$ cat config.mk
export PLATFORM = sky130hd
export DESIGN_NAME = pipe_stage_reg
export DESIGN_NICKNAME = d
export VERILOG_FILES = /design/src/rtl/pipe_pkg.sv /design/src/rtl/pipe_entry.sv /design/src/rtl/pipe_stage_reg.sv
export SDC_FILE = /design/constraint.sdc
export NUM_CORES = 1
export LEC_CHECK = 0
export CORE_AREA = 4 4 143 145
export CTS_CLUSTER_DIAMETER = 150
export DETAILED_ROUTE_END_ITERATION = 10
export DIE_AREA = 0 0 147 149
export GPL_TIMING_DRIVEN = 0
export HOLD_SLACK_MARGIN = 0.12
export PLACE_DENSITY_LB_ADDON = 0.1
export SETUP_SLACK_MARGIN = 0.4
export SYNTH_ARGS = -nofsm -noshare
export SYNTH_HDL_FRONTEND = slang
export SYNTH_SLANG_ARGS = --single-unit
$ cat constraint.sdc
create_clock -name clk -period 1.5 [get_ports clk]
set_input_delay 0.3 -clock clk [delete_from_list [all_inputs] [get_ports clk]]
set_output_delay 0.3 -clock clk [all_outputs]
set_load 0.005 [all_outputs]
$ cat src/rtl/pipe_pkg.sv
// Shared definitions for pipeline stage registers: exception codes and
// occupancy-state encoding.
package pipe_pkg;

    // Exception code width; code 0 means no exception.
    localparam int unsigned EXC_W = 5;

    // Exception codes carried down the pipeline alongside each instruction.
    localparam logic [EXC_W-1:0] ExcInt  = 5'd0;
    localparam logic [EXC_W-1:0] ExcAdel = 5'd4;
    localparam logic [EXC_W-1:0] ExcAdes = 5'd5;
    localparam logic [EXC_W-1:0] ExcRi   = 5'd10;
    localparam logic [EXC_W-1:0] ExcOv   = 5'd12;

    // Occupancy states; the encoding equals the entry count so occ can be the state itself.
    typedef enum logic [1:0] {
        StEmpty = 2'd0,
        StOne   = 2'd1,
        StTwo   = 2'd2
    } pipe_state_e;

endpackage

$ cat src/rtl/pipe_entry.sv
// One pipeline slot: payload plus merged exception code, with load enable
// and a clear that takes priority over the load.
module pipe_entry #(
    parameter int unsigned PAY_W = 104,
    parameter int unsigned EXC_W = 5
) (
    input  logic             clk,
    input  logic             clr_i,
    input  logic             ld_i,
    input  logic [PAY_W-1:0] payload_i,
    input  logic [EXC_W-1:0] exc_i,
    output logic [PAY_W-1:0] payload_o,
    output logic [EXC_W-1:0] exc_o
);

    logic [PAY_W-1:0] payload_q;
    logic [EXC_W-1:0] exc_q;

    // Slot register: clear zeroes the contents so an empty slot reads as a NOP.
    always_ff @(posedge clk) begin
        if (clr_i) begin
            payload_q <= '0;
            exc_q     <= '0;
        end else if (ld_i) begin
            payload_q <= payload_i;
            exc_q     <= exc_i;
        end
    end

    assign payload_o = payload_q;
    assign exc_o     = exc_q;

endmodule

$ cat src/rtl/pipe_stage_reg.sv
// Valid/ready pipeline stage register with optional two-entry skid buffer.
// The main slot drives out_*; the skid slot absorbs one overflow entry so
// that in_ready can be registered and out_ready never reaches in_ready
// combinationally.
import pipe_pkg::*;

module pipe_stage_reg #(
    parameter int unsigned PAY_W = 104,
    parameter int unsigned EXC_W = pipe_pkg::EXC_W,
    parameter int unsigned SKID  = 1
) (
    input  logic             clk,
    input  logic             reset,
    input  logic             in_valid,
    output logic             in_ready,
    input  logic [PAY_W-1:0] in_payload,
    input  logic [EXC_W-1:0] in_exc,
    input  logic             loc_exc_v,
    input  logic [EXC_W-1:0] loc_exc,
    input  logic             flush,
    output logic             out_valid,
    input  logic             out_ready,
    output logic [PAY_W-1:0] out_payload,
    output logic [EXC_W-1:0] out_exc,
    output logic [1:0]       occ
);

    pipe_state_e state_q, state_d;

    logic             push;
    logic             pop;
    logic [EXC_W-1:0] merged_exc;

    logic             main_ld;
    logic             main_clr;
    logic             main_sel_skid;
    logic [PAY_W-1:0] main_d_payload;
    logic [EXC_W-1:0] main_d_exc;
    logic [PAY_W-1:0] main_payload;
    logic [EXC_W-1:0] main_exc;

    logic             skid_ld;
    logic             skid_clr;
    logic [PAY_W-1:0] skid_payload;
    logic [EXC_W-1:0] skid_exc;

    assign push      = in_valid & in_ready;
    assign out_valid = (state_q != StEmpty);
    assign pop       = out_valid & out_ready;
    assign occ       = state_q;

    // Earliest stage wins: an inherited code masks any locally raised one.
    always_comb begin
        merged_exc = '0;
        if (in_exc != '0) begin
            merged_exc = in_exc;
        end else if (loc_exc_v) begin
            merged_exc = loc_exc;
        end
    end

    // Occupancy state register.
    always_ff @(posedge clk) begin
        if (reset) begin
            state_q <= StEmpty;
        end else begin
            state_q <= state_d;
        end
    end

    // Next state and slot load controls; flush overrides everything.
    always_comb begin
        state_d       = state_q;
        main_ld       = 1'b0;
        main_sel_skid = 1'b0;
        skid_ld       = 1'b0;
        unique case (state_q)
            StEmpty: begin
                if (push) begin
                    state_d = StOne;
                    main_ld = 1'b1;
                end
            end
            StOne: begin
                if (push && pop) begin
                    main_ld = 1'b1;
                end else if (push) begin
                    // Only reachable with a skid slot; without it in_ready is low here.
                    if (SKID != 0) begin
                        state_d = StTwo;
                        skid_ld = 1'b1;
                    end
                end else if (pop) begin
                    state_d = StEmpty;
                end
            end
            StTwo: begin
                if (pop) begin
                    state_d       = StOne;
                    main_ld       = 1'b1;
                    main_sel_skid = 1'b1;
                end
            end
            default: begin
                state_d = StEmpty;
            end
        endcase
        if (flush) begin
            state_d       = StEmpty;
            main_ld       = 1'b0;
            main_sel_skid = 1'b0;
            skid_ld       = 1'b0;
        end
    end

    // Main slot is zeroed whenever the stage goes empty so bubbles read as NOP.
    always_comb begin
        main_clr       = reset | (state_d == StEmpty);
        skid_clr       = reset | flush | ((state_q == StTwo) & pop);
        main_d_payload = main_sel_skid ? skid_payload : in_payload;
        main_d_exc     = main_sel_skid ? skid_exc : merged_exc;
    end

    pipe_entry #(
        .PAY_W (PAY_W),
        .EXC_W (EXC_W)
    ) u_main (
        .clk       (clk),
        .clr_i     (main_clr),
        .ld_i      (main_ld),
        .payload_i (main_d_payload),
        .exc_i     (main_d_exc),
        .payload_o (main_payload),
        .exc_o     (main_exc)
    );

    assign out_payload = main_payload;
    assign out_exc     = main_exc;

    generate
        if (SKID != 0) begin : g_skid
            logic in_ready_q;

            pipe_entry #(
                .PAY_W (PAY_W),
                .EXC_W (EXC_W)
            ) u_skid (
                .clk       (clk),
                .clr_i     (skid_clr),
                .ld_i      (skid_ld),
                .payload_i (in_payload),
                .exc_i     (merged_exc),
                .payload_o (skid_payload),
                .exc_o     (skid_exc)
            );

            // Registered ready: tracks whether the next cycle has a free slot.
            always_ff @(posedge clk) begin
                if (reset) begin
                    in_ready_q <= 1'b1;
                end else begin
                    in_ready_q <= (state_d != StTwo);
                end
            end

            assign in_ready = in_ready_q;

            a_ready_matches_occ : assert property (
                @(posedge clk) disable iff (reset) in_ready == (state_q != StTwo));
        end else begin : g_noskid
            assign skid_payload = '0;
            assign skid_exc     = '0;
            // Single slot: accept when empty or when the held entry leaves now.
            assign in_ready     = ~out_valid | out_ready;

            a_never_two : assert property (
                @(posedge clk) disable iff (reset) state_q != StTwo);
        end
    endgenerate

    a_bubble_is_nop : assert property (
        @(posedge clk) disable iff (reset)
        !out_valid |-> (out_payload == '0 && out_exc == '0));

    a_hold_on_stall : assert property (
        @(posedge clk) disable iff (reset)
        (out_valid && !out_ready && !flush) |=> ($stable(out_payload) && $stable(out_exc)));

endmodule
==> results of run 1 <==
timing repair:
action,in CTS,in global routing
pin swaps,5,11
setup endpoints to repair,333,334
setup buffers,15,1
resized for setup,251,40
cloned,0,0
metrics by stage:
stage                     instances  setup slack (ns)
after floorplan                 986           0.03989
after global placement         1483           -0.9835
after detailed placement       1483            -1.036
after CTS                      1540          -0.08365
after global routing           1541           -0.2110
final                          1541           -0.1010
area by class of cell:
class                   count  area [um^2]
well taps                 265        331.6
plain buffers              81        742.0
flip-flops and latches    221         4447
clock buffers              35        723.2
fillers                  1715         6984
repair buffers            248         2355
inverters                   5        18.77
multi-input cells         679         3542
clock inverters             7        63.81
synthesized netlist by cell type:
cell type	n
a211oi_1	4
a21oi_1	213
a21oi_4	1
a222oi_1	1
a22o_1	2
a22oi_1	106
a31o_2	1
a31oi_1	4
and2_0	1
and2_1	2
and3b_1	1
and4bb_2	2
buf_1	3
buf_2	30
buf_4	7
clkbuf_1	41
dfxtp_1	221
inv_1	5
mux2i_1	1
nand2_1	316
nand2b_1	3
nor2_1	9
nor2b_1	2
nor3_1	5
nor4b_1	1
o21ai_1	1
o22ai_1	1
or2_2	1
or4_1	1
where the power goes:
part | leakage, nW | internal, mW | switching [mW] | total (mW)
clock network | 0.394 | 3.50 | 2.30 | 5.80
registers | 1.79 | 5.92 | 0.0273 | 5.95
logic | 2.42 | 0.562 | 0.504 | 1.07
total | 4.60 | 9.98 | 2.83 | 12.8
cell families (layout without fill, tap and decap cells):
family	after synthesis	in the layout
compound gates	334	334
mux	1	1
simple gates	344	344
flops	221	221
buf+inv	86	376
how the worst max path moves through the flow:
stage | endpoint | cells past startpoint | from
after detailed placement | u_main.exc_o[2] | 6 | out_ready
after global placement | u_main.exc_o[2] | 6 | out_ready
after global routing | u_main.exc_o[2] | 7 | occ[1]
after floorplan | u_main.payload_o[64] | 7 | occ[1]
final | u_main.payload_o[68] | 8 | occ[0]
after CTS | u_main.payload_o[68] | 8 | occ[1]
sequential cells by signal, summed over array words and instances, names as in the netlist:
| name | flops |
|---|---|
| u_main.exc_o | 5 |
| occ | 2 |
| in_ready | 1 |
| g_skid.u_skid.exc_o | 5 |
| u_main.payload_o | 104 |
| g_skid.u_skid.payload_o | 104 |
routing by layer:
metal	routed length [um]	up-vias	share of wire, %	GRT usage, %
met5	0	-	0	0
met4	408	0	1.7	4.706
met3	1599	28	6.6	4.740
met2	11690	207	48	36.00
met1	10680	3693	44	28.55
li1	-	3940	-	-
==> reports/summary.json, run 1 <==
{
  "synth": {
    "postSynthCellCount": 986,
    "ys_seq_area_share_pct": 54.27,
    "syn_area_per_cell_um2": 8.269,
    "mappedNetlistArea_um2": 8153,
    "post_synth_xor_area_fraction_pct": 0,
    "synth.ff_latch_count": 221,
    "library_cell_with_the_largest_summed_area_after_synthesis": "dfxtp_1",
    "synth_compound_gate_area_share_pct": 24.29,
    "synth.distinct_cells": 29,
    "combinational_family_with_the_most_area_after_synthesis": "compound AO/OA/AOI/OAI gates",
    "post_synth_main_area_contributors": "dfxtp_1 (54%), nand2_1 (15%), a21oi_1 (13%)",
    "netlist.area_leader.share_pct": 54.27,
    "synth-simple-area-share_pct": 16.57,
    "mappedNetlistNets": 1106,
    "synth-adder-area-share_pct": 0,
    "yosysWarnings": 0,
    "synth.mux.area_fraction_pct": 0.1228
  },
  "floorplan": {
    "chipWidth_um": 147,
    "placementRows": 51,
    "design.die.area_um2": 21900,
    "start_util_pct": 42.45,
    "die_h_um": 149,
    "ios": 233,
    "design.core.area_um2": 19210
  },
  "pwr": {
    "pleak_nw": 4.605,
    "powerDensity_nw_per_um2": 1048,
    "ir_worst_vdd_mv": 0.7913,
    "power.total_mw": 12.81
  },
  "timing": {
    "finalSetupViolCount": 166,
    "timing.fmax_mhz": 624.6,
    "aggregate_negative_setup_slack_ns": -7.264,
    "postLayoutSetupSlackWorst_ns": -0.1010,
    "tightestPinTransition_ns": 0.4084,
    "period_share_pct": 106.7,
    "max_slew_margin_pct": 72.66,
    "final-hold-violation-count": 0,
    "layout_min_cycle_time_ns": 1.601,
    "worst_clock_skew_ns": 0.008583,
    "grt_setup_unrepaired": "true",
    "final_number_of_max_transition_violations": 0,
    "fin_hold_ws_ns": 0.2042
  },
  "finish": {
    "area.growth.synth_to_final_pct": 49.92,
    "nNetsFinal": 1380,
    "antenna-diode-count": 0,
    "final_common_cell": "nand2_1",
    "drive_above_1_share_pct": 15.67,
    "finish.instance_area_um2": 12220,
    "layout.cells.most_common_list": "nand2_1 (314), dfxtp_1 (207), a21oi_1 (200)",
    "final_util_pct": 63.64
  },
  "critical_path": {
    "crit_path_top_delay_cell": "dfxtp_4",
    "worstSetupPathType": "flip-flop to flip-flop",
    "slowest_delay_ns": 0.39,
    "worstSetupStartpointType": "flip-flop",
    "worst_path_dominant_cell_family": "buffers and inverters",
    "arrival_ns": 2.04,
    "timing.critical_path.to_type": "flip-flop",
    "r2r_cells": 8,
    "cp_max_fo": 10,
    "timing.critical_path.required_ns": 1.94,
    "rrSetupSlack_ns": -0.10,
    "critPathBufInv": 4,
    "critical_path.cell_chain": "and4bb_2 -> buf_8 -> a21oi_4 -> buf_6 -> buf_8 -> buf_8 -> nand2_1 -> a21oi_2",
    "regToRegStartpoint": "occ[0]",
    "path_common_cell": "buf_8",
    "r2r_end": "u_main.payload_o[68]"
  },
  "hold_path": {
    "hold_path_class": "input pin to flip-flop",
    "min_to": "in_ready",
    "min-delay-start": "out_ready",
    "min_delay_path_depth": 2
  },
  "grt": {
    "grt_max_degree": 14,
    "remaining_overflow_grt": 0,
    "grt_first_pass_wirelength_um": 38880,
    "via_count_of_the_first_global_routing_pass": 7561,
    "gr-usage-all-layers_pct": 21.43,
    "number_of_antenna_violations_at_the_first_check_in_global_routing": 0
  },
  "drt": {
    "drtAntennaViolNets": 0,
    "drtPass1Iterations": 5,
    "vias_cell": 5.106,
    "detailroute.via_count": 7868,
    "dr.first_iter.drc_count": 354,
    "routed_wl_um": 24380,
    "drt-wirelength-per-cell_um": 15.82,
    "drc_errors": 0
  },
  "clock_tree": {
    "root_buf_cell": "clkbuf_16",
    "clock_sink_count": 221,
    "clk_pin_slew_worst_paths_ns": 0.06,
    "cts_max_level": 1,
    "holdBufCountCts": 0,
    "tritoncts": "built",
    "worstSkewPairLatency_ns": 0.50,
    "cts_buffer_depth": 3,
    "cts-buffers-inserted": 24
  },
  "flow_run": {
    "max-cap-violations": 0
  },
  "placed_design": {
    "placed_standard_cell_area_um2": 10980,
    "dp_hpwl_um": 16650,
    "place_congestion": 0.7887,
    "io_buffer_count": 232
  },
  "outcome": {
    "failed_checks": "negative setup slack",
    "status": "finished with violations"
  }
}
(Power assumes the default switching activity.)
==> run 2: changes to the inputs <==
==> constraint.sdc (replaced) <==
create_clock -name clk -period 1.4 [get_ports clk]
set_input_delay 0.28 -clock clk [delete_from_list [all_inputs] [get_ports clk]]
set_output_delay 0.28 -clock clk [all_outputs]
set_load 0.005 [all_outputs]
==> run 2 against run 1 <==
Against the previous run: the flow still finishes with violations (negative setup slack); worst hold slack improved by 0.11 ns; clock skew rose by 0.0058 ns; cell count rose by 1.1%; sequential power rose by 7.1%; flip-flop and latch count did not move; register-to-register slack got worse by 0.16 ns; sequential share of layout area fell by 2.9 points; fmax fell by 3.7%; final area rose by 8.5%; die area did not move; critical path type unchanged; largest cell class unchanged.
==> reports/summary.json, run 2 (synthesized netlist as in run 1, its figures left out) <==
{
  "timing": {
    "aggregate_negative_setup_slack": {"value": -33.29, "unit": "ns", "change": "was -7.264 ns"},
    "grt_setup_unrepaired": {"value": "true", "change": "unchanged"},
    "worst_clock_skew": {"value": 0.01442, "unit": "ns", "change": "was 0.008583 ns"},
    "layout_min_cycle_time": {"value": 1.663, "unit": "ns", "change": "was 1.601 ns"},
    "fin_hold_ws": {"value": 0.3101, "unit": "ns", "change": "was 0.2042 ns"},
    "finalSetupViolCount": {"value": 226, "change": "was 166"},
    "period_share": {"value": 118.8, "unit": "%", "change": "was 106.7%"},
    "tightestPinTransition": {"value": 0.6333, "unit": "ns", "change": "was 0.4084 ns"},
    "postLayoutSetupSlackWorst": {"value": -0.2625, "unit": "ns", "change": "was -0.1010 ns"},
    "final_number_of_max_transition_violations": {"value": 0, "change": "unchanged"},
    "final-hold-violation-count": {"value": 0, "change": "unchanged"},
    "max_slew_margin": {"value": 57.67, "unit": "%", "change": "was 72.66%"},
    "timing.fmax": {"value": 601.5, "unit": "MHz", "change": "was 624.6 MHz"}
  },
  "finish": {
    "final_util": {"value": 69.04, "unit": "%", "change": "was 63.64%"},
    "final_cell_count_no_fill": {"value": 1558, "change": "was 1541"},
    "antenna-diode-count": {"value": 0, "change": "unchanged"},
    "layout.cells.most_common_list": {"value": "nand2_1 (249), dfxtp_1 (209), a21oi_1 (144)", "change": "was nand2_1 (314), dfxtp_1 (207), a21oi_1 (200)"},
    "area.growth.synth_to_final": {"value": 62.66, "unit": "%", "change": "was 49.92%"},
    "drive_above_1_share": {"value": 25.83, "unit": "%", "change": "was 15.67%"},
    "fillerInstances": {"value": 1558, "change": "was 1715"},
    "nNetsFinal": {"value": 1397, "change": "was 1380"},
    "final_common_cell": {"value": "nand2_1", "change": "unchanged"}
  },
  "drt": {
    "drtPass1Iterations": {"value": 5, "change": "unchanged"},
    "drc_errors": {"value": 0, "change": "unchanged"},
    "detailroute.via_count": {"value": 8112, "change": "was 7868"},
    "drtAntennaViolNets": {"value": 0, "change": "unchanged"},
    "drt-wirelength-per-cell": {"value": 16.97, "unit": "um", "change": "was 15.82 um"},
    "routed_wl": {"value": 26430, "unit": "um", "change": "was 24380 um"},
    "dr.first_iter.drc_count": {"value": 348, "change": "was 354"},
    "vias_cell": {"value": 5.207, "change": "was 5.106"}
  },
  "grt": {
    "grt_first_pass_wirelength": {"value": 38640, "unit": "um", "change": "was 38880 um"},
    "remaining_overflow_grt": {"value": 0, "change": "unchanged"},
    "number_of_antenna_violations_at_the_first_check_in_global_routing": {"value": 0, "change": "unchanged"},
    "grt_max_degree": {"value": 14, "change": "unchanged"},
    "gr-usage-all-layers": {"value": 21.27, "unit": "%", "change": "was 21.43%"},
    "via_count_of_the_first_global_routing_pass": {"value": 7498, "change": "was 7561"}
  },
  "floorplan": {
    "design.die.area": {"value": 21900, "unit": "um^2", "change": "unchanged"},
    "chipWidth": {"value": 147, "unit": "um", "change": "unchanged"},
    "ios": {"value": 233, "change": "unchanged"},
    "die_h": {"value": 149, "unit": "um", "change": "unchanged"},
    "placementRows": {"value": 51, "change": "unchanged"},
    "start_util": {"value": 42.45, "unit": "%", "change": "unchanged"},
    "design.core.area": {"value": 19210, "unit": "um^2", "change": "unchanged"}
  },
  "pwr": {
    "power.total": {"value": 13.92, "unit": "mW", "change": "was 12.81 mW"},
    "powerDensity": {"value": 1050, "unit": "nW/um^2", "change": "was 1048 nW/um^2"},
    "ir_worst_vdd": {"value": 0.8518, "unit": "mV", "change": "was 0.7913 mV"},
    "pleak": {"value": 5.267, "unit": "nW", "change": "was 4.605 nW"}
  },
  "clock_tree": {
    "holdBufCountCts": {"value": 0, "change": "unchanged"},
    "clock_sink_count": {"value": 221, "change": "unchanged"},
    "cts_max_level": {"value": 1, "change": "unchanged"},
    "cts_buffer_depth": {"value": 3, "change": "unchanged"},
    "clk_pin_slew_worst_paths": {"value": 0.06, "unit": "ns", "change": "about the same"},
    "cts-buffers-inserted": {"value": 24, "change": "unchanged"},
    "tritoncts": {"value": "built", "change": "unchanged"},
    "worstSkewPairLatency": {"value": 0.51, "unit": "ns", "change": "was 0.50 ns"},
    "root_buf_cell": {"value": "clkbuf_16", "change": "unchanged"}
  },
  "placed_design": {
    "dp_hpwl": {"value": 16650, "unit": "um", "change": "unchanged"},
    "place_congestion": {"value": 0.7887, "change": "unchanged"},
    "io_buffer_count": {"value": 232, "change": "unchanged"},
    "place.detailed.instances": {"value": 1483, "change": "unchanged"}
  },
  "critical_path": {
    "rrSetupSlack": {"value": -0.26, "unit": "ns", "change": "was -0.10 ns"},
    "timing.critical_path.required": {"value": 1.84, "unit": "ns", "change": "was 1.94 ns"},
    "timing.critical_path.to_type": {"value": "flip-flop", "change": "unchanged"},
    "worstSetupPathType": {"value": "flip-flop to flip-flop", "change": "unchanged"},
    "cp_max_fo": {"value": 7, "change": "was 10"},
    "worstSetupStartpointType": {"value": "flip-flop", "change": "unchanged"},
    "arrival": {"value": 2.10, "unit": "ns", "change": "was 2.04 ns"}
  },
  "flow_run": {
    "max-cap-violations": {"value": 0, "change": "unchanged"}
  },
  "outcome": {
    "status": {"value": "finished with violations", "change": "unchanged"},
    "failed_checks": {"value": "negative setup slack", "change": "unchanged"}
  },
  "hold_path": {
    "hold_path_class": {"value": "input pin to flip-flop", "change": "unchanged"}
  }
}
==> run 2: cell types whose count changed in the layout (fill, tap and decap cells not counted), moves of 8 or more <==
cell,previous run,this run
clkbuf_16,26,37
nand2_2,1,10
clkbuf_2,23,15
nand2_1,314,249
a21oi_2,13,69
nand2_4,1,57
a21oi_1,200,144
==> run 2: where the power goes <==
group | leakage [nW] | internal (mW) | switching, mW
Clock | 0.394 | 3.75 | 2.52
Sequential | 1.79 | 6.34 | 0.0292
Combinational | 3.08 | 0.651 | 0.633
Total | 5.27 | 10.7 | 3.18
==> run 2: what timing repair did <==
action / in CTS / in global routing
hold endpoints to repair: 0 / 0
pin swaps: 3 / 126
buffers inserted: 8 / 14
gates cloned: 0 / 11
endpoints found under the setup margin: 334 / 334
resized for setup: 220 / 258
==> run 2: critical path: stages (launching register included) <==
cell	delay (ns)
dfxtp_4	0.38
and4bb_2	0.26
buf_8	0.14
a21oi_4	0.13
buf_6	0.15
buf_8	0.12
buf_6	0.12
buf_4	0.10
nand2_1	0.06
a21oi_1	0.14
==> run 2: worst paths after layout <==
path                            cells after the start              endpoint                  from
worst min register to register                      2  u_main.payload_o[48]  u_main.payload_o[48]
worst max-delay path                                9  u_main.payload_o[73]                occ[0]
worst max register to register                      9  u_main.payload_o[73]                occ[0]
worst min-delay path                                2              in_ready                 flush
==> run 2: per-layer routing <==
metal	vias to the layer above	share of wire, %	track usage [%]
met2	225	50	35.93
met4	0	1.6	4.706
met3	34	6.6	4.740
met5	-	0	0
met1	3870	42	28.14
li1	3983	-	-
==> run 2: final cells by class <==
cell class / count / area [um^2] / area share (%)
Clock buffer: 35 / 723.2 / 5.453
Buffer: 81 / 802.0 / 6.048
Multi-Input combinational cell: 679 / 4198 / 31.65
Sequential cell: 221 / 4444 / 33.51
Timing Repair Buffer: 265 / 2680 / 20.21
Inverter: 5 / 18.77 / 0.1415
Clock inverter: 7 / 63.81 / 0.4812
Tap cell: 265 / 331.6 / 2.500
==> run 2: per-stage QoR <==
stage	worst slack, ns	cell area (um^2)
after floorplan	-0.06011	8324
after global placement	-1.064	10980
after detailed placement	-1.116	10980
after CTS	-0.1862	11980
after global routing	-0.3634	13260
final	-0.2625	13260
==> run 3: changes to the inputs <==
--- a/config.mk
+++ b/config.mk
@@ -5,10 +5,10 @@
 export SDC_FILE = /design/constraint.sdc
 export NUM_CORES = 1
 export LEC_CHECK = 0
-export CORE_AREA = 4 4 143 145
+export CORE_AREA = 4 4 129 161
 export CTS_CLUSTER_DIAMETER = 150
 export DETAILED_ROUTE_END_ITERATION = 10
-export DIE_AREA = 0 0 147 149
+export DIE_AREA = 0 0 133 165
 export GPL_TIMING_DRIVEN = 0
 export HOLD_SLACK_MARGIN = 0.12
 export PLACE_DENSITY_LB_ADDON = 0.1
==> run 3 against run 2 <==
Against the previous run: the run still ends with negative setup slack left; register-to-register slack improved by 0.04 ns; clock power decreased by 2%; clock skew decreased by 0.0063 ns; final area decreased by 1.3%; worst hold slack got worse by 0.073 ns; total power decreased by 1.3%; critical path depth decreased by 1; cell count decreased by 0.64%; combinational power about the same; die area increased by 0.19%; setup slack improved by 0.042 ns; critical path type unchanged; largest power group unchanged.
==> reports/summary.json, run 3 (synthesized netlist as in run 1, its figures left out) <==
{
  "critical_path": {
    "timing.critical_path.required": {"value": 1.84, "unit": "ns", "change": "about the same"},
    "worstSetupPathType": {"value": "flip-flop to flip-flop", "change": "unchanged"},
    "worstSetupStartpointType": {"value": "flip-flop", "change": "unchanged"},
    "timing.critical_path.to_type": {"value": "flip-flop", "change": "unchanged"},
    "arrival": {"value": 2.06, "unit": "ns", "change": "was 2.10 ns"},
    "cp_max_fo": {"value": 11, "change": "was 7"}
  },
  "floorplan": {
    "die_h": {"value": 165, "unit": "um", "change": "was 149 um"},
    "chipWidth": {"value": 133, "unit": "um", "change": "was 147 um"},
    "ios": {"value": 233, "change": "unchanged"},
    "design.die.area": {"value": 21950, "unit": "um^2", "change": "was 21900 um^2"},
    "design.core.area": {"value": 19330, "unit": "um^2", "change": "was 19210 um^2"},
    "start_util": {"value": 42.18, "unit": "%", "change": "was 42.45%"},
    "placementRows": {"value": 57, "change": "was 51"}
  },
  "finish": {
    "drive_above_1_share": {"value": 23.54, "unit": "%", "change": "was 25.83%"},
    "layout.cells.most_common_list": {"value": "nand2_1 (258), dfxtp_1 (213), a21oi_1 (145)", "change": "was nand2_1 (249), dfxtp_1 (209), a21oi_1 (144)"},
    "final_common_cell": {"value": "nand2_1", "change": "unchanged"},
    "area.growth.synth_to_final": {"value": 60.56, "unit": "%", "change": "was 62.66%"},
    "antenna-diode-count": {"value": 0, "change": "unchanged"},
    "finish.instance_area": {"value": 13090, "unit": "um^2", "change": "was 13260 um^2"},
    "final_cell_count_no_fill": {"value": 1548, "change": "was 1558"},
    "final_util": {"value": 67.73, "unit": "%", "change": "was 69.04%"},
    "nNetsFinal": {"value": 1389, "change": "was 1397"}
  },
  "grt": {
    "top_usage_layer": {"value": "met2", "change": "unchanged"},
    "global_route.usage.met1": {"value": 26.56, "unit": "%", "change": "was 28.14%"},
    "grt.met2_usage": {"value": 35.10, "unit": "%", "change": "was 35.93%"},
    "number_of_antenna_violations_at_the_first_check_in_global_routing": {"value": 0, "change": "unchanged"},
    "via_count_of_the_first_global_routing_pass": {"value": 7401, "change": "was 7498"},
    "gr-usage-all-layers": {"value": 20.90, "unit": "%", "change": "was 21.27%"},
    "remaining_overflow_grt": {"value": 0, "change": "unchanged"},
    "grt_first_pass_wirelength": {"value": 37730, "unit": "um", "change": "was 38640 um"},
    "global_route.usage.met3": {"value": 4.906, "unit": "%", "change": "was 4.740%"},
    "grt_max_degree": {"value": 15, "change": "was 14"}
  },
  "clock_tree": {
    "worstSkewPairLatency": {"value": 0.50, "unit": "ns", "change": "was 0.51 ns"},
    "root_buf_cell": {"value": "clkbuf_16", "change": "unchanged"},
    "clock_sink_count": {"value": 221, "change": "unchanged"},
    "cts-buffers-inserted": {"value": 22, "change": "was 24"},
    "clk_pin_slew_worst_paths": {"value": 0.06, "unit": "ns", "change": "about the same"},
    "cts_max_level": {"value": 1, "change": "unchanged"},
    "cts_buffer_depth": {"value": 3, "change": "unchanged"},
    "tritoncts": {"value": "built", "change": "unchanged"},
    "holdBufCountCts": {"value": 0, "change": "unchanged"}
  },
  "timing": {
    "final-hold-violation-count": {"value": 0, "change": "unchanged"},
    "aggregate_negative_setup_slack": {"value": -29.84, "unit": "ns", "change": "was -33.29 ns"},
    "fin_hold_ws": {"value": 0.2376, "unit": "ns", "change": "was 0.3101 ns"},
    "layout_min_cycle_time": {"value": 1.620, "unit": "ns", "change": "was 1.663 ns"},
    "worst_clock_skew": {"value": 0.008079, "unit": "ns", "change": "was 0.01442 ns"},
    "timing.fmax": {"value": 617.2, "unit": "MHz", "change": "was 601.5 MHz"},
    "postLayoutSetupSlackWorst": {"value": -0.2203, "unit": "ns", "change": "was -0.2625 ns"},
    "period_share": {"value": 115.7, "unit": "%", "change": "was 118.8%"},
    "final_number_of_max_transition_violations": {"value": 0, "change": "unchanged"},
    "tightestPinTransition": {"value": 0.5517, "unit": "ns", "change": "was 0.6333 ns"},
    "finalSetupViolCount": {"value": 223, "change": "was 226"},
    "grt_setup_unrepaired": {"value": "true", "change": "unchanged"},
    "max_slew_margin": {"value": 63.08, "unit": "%", "change": "was 57.67%"}
  },
  "drt": {
    "drc_errors": {"value": 0, "change": "unchanged"},
    "drtAntennaViolNets": {"value": 0, "change": "unchanged"},
    "drtPass1Iterations": {"value": 4, "change": "was 5"},
    "vias_cell": {"value": 5.204, "change": "was 5.207"},
    "detailroute.via_count": {"value": 8056, "change": "was 8112"},
    "routed_wl": {"value": 25780, "unit": "um", "change": "was 26430 um"},
    "drt-wirelength-per-cell": {"value": 16.65, "unit": "um", "change": "was 16.97 um"},
    "dr.first_iter.drc_count": {"value": 347, "change": "was 348"}
  },
  "outcome": {
    "failed_checks": {"value": "negative setup slack", "change": "unchanged"},
    "status": {"value": "finished with violations", "change": "unchanged"}
  },
  "pwr": {
    "pleak": {"value": 5.164, "unit": "nW", "change": "was 5.267 nW"},
    "power.total": {"value": 13.74, "unit": "mW", "change": "was 13.92 mW"},
    "powerDensity": {"value": 1050, "unit": "nW/um^2", "change": "about the same"},
    "ir_worst_vdd": {"value": 0.9031, "unit": "mV", "change": "was 0.8518 mV"}
  },
  "placed_design": {
    "place_ws": {"value": -1.124, "unit": "ns", "change": "was -1.116 ns"},
    "placed_standard_cell_area": {"value": 10980, "unit": "um^2", "change": "unchanged"},
    "place_congestion": {"value": 0.7834, "change": "was 0.7887"},
    "dp_hpwl": {"value": 16740, "unit": "um", "change": "was 16650 um"},
    "place.detailed.instances": {"value": 1483, "change": "unchanged"},
    "io_buffer_count": {"value": 232, "change": "unchanged"}
  },
  "flow_run": {
    "max-cap-violations": {"value": 0, "change": "unchanged"}
  },
  "hold_path": {
    "hold_path_class": {"value": "input pin to flip-flop", "change": "unchanged"}
  }
}
==> run 3: cell count changes in the layout (fill, tap and decap cells not counted), moves of 9 or more <==
cell,previous run,this run
nand2_1,249,258
nand2_4,57,46
clkbuf_2,15,27
clkbuf_4,16,7
buf_4,30,18
a22oi_2,22,11
a22oi_1,84,95
==> run 3: repair_timing <==
action                                  4_1_cts  5_1_grt
pin swaps                                     4       98
buffers inserted                              7        7
resized for setup                           202      237
cloned                                        0       13
endpoints found under the setup margin      334      334
==> run 3: power by group <==
part / internal [mW] / leakage (nW) / switching, mW
Sequential: 6.34 / 1.79 / 0.0290
Combinational: 0.634 / 3.00 / 0.615
Clock: 3.67 / 0.374 / 2.45
==> run 3: path summary, 6_finish.rpt <==
kind	cells after the start	slack (ns)	end	from
max	8	-0.22	u_main.payload_o[70]	occ[0]
max reg2reg	8	-0.22	u_main.payload_o[70]	occ[0]
min reg2reg	2	0.45	u_main.payload_o[52]	u_main.payload_o[52]
min	2	0.24	in_ready	out_ready
==> run 3: critical path, cell delays in order, from the launching register on <==
cell	delay, ns
dfxtp_4	0.39
and4bb_2	0.25
buf_8	0.15
a21oi_4	0.16
buf_12	0.15
buf_12	0.14
clkbuf_16	0.15
nand2_1	0.06
a21oi_2	0.10
==> run 3: cell type report <==
type	count	area (um^2)
Buffer	81	800.8
Tap cell	265	331.6
Clock inverter	6	80.08
Timing Repair Buffer	259	2669
Inverter	5	18.77
Clock buffer	32	669.4
Fill cell	1616	6237
Sequential cell	221	4439
Multi-Input combinational cell	679	4081
==> run 3: routing by layer <==
layer  share of wire [%]  vias up
li1                    -     3957
met1                  42     3832
met2                  49      217
met3                 6.4       50
met4                 2.8        0
met5                   0        -
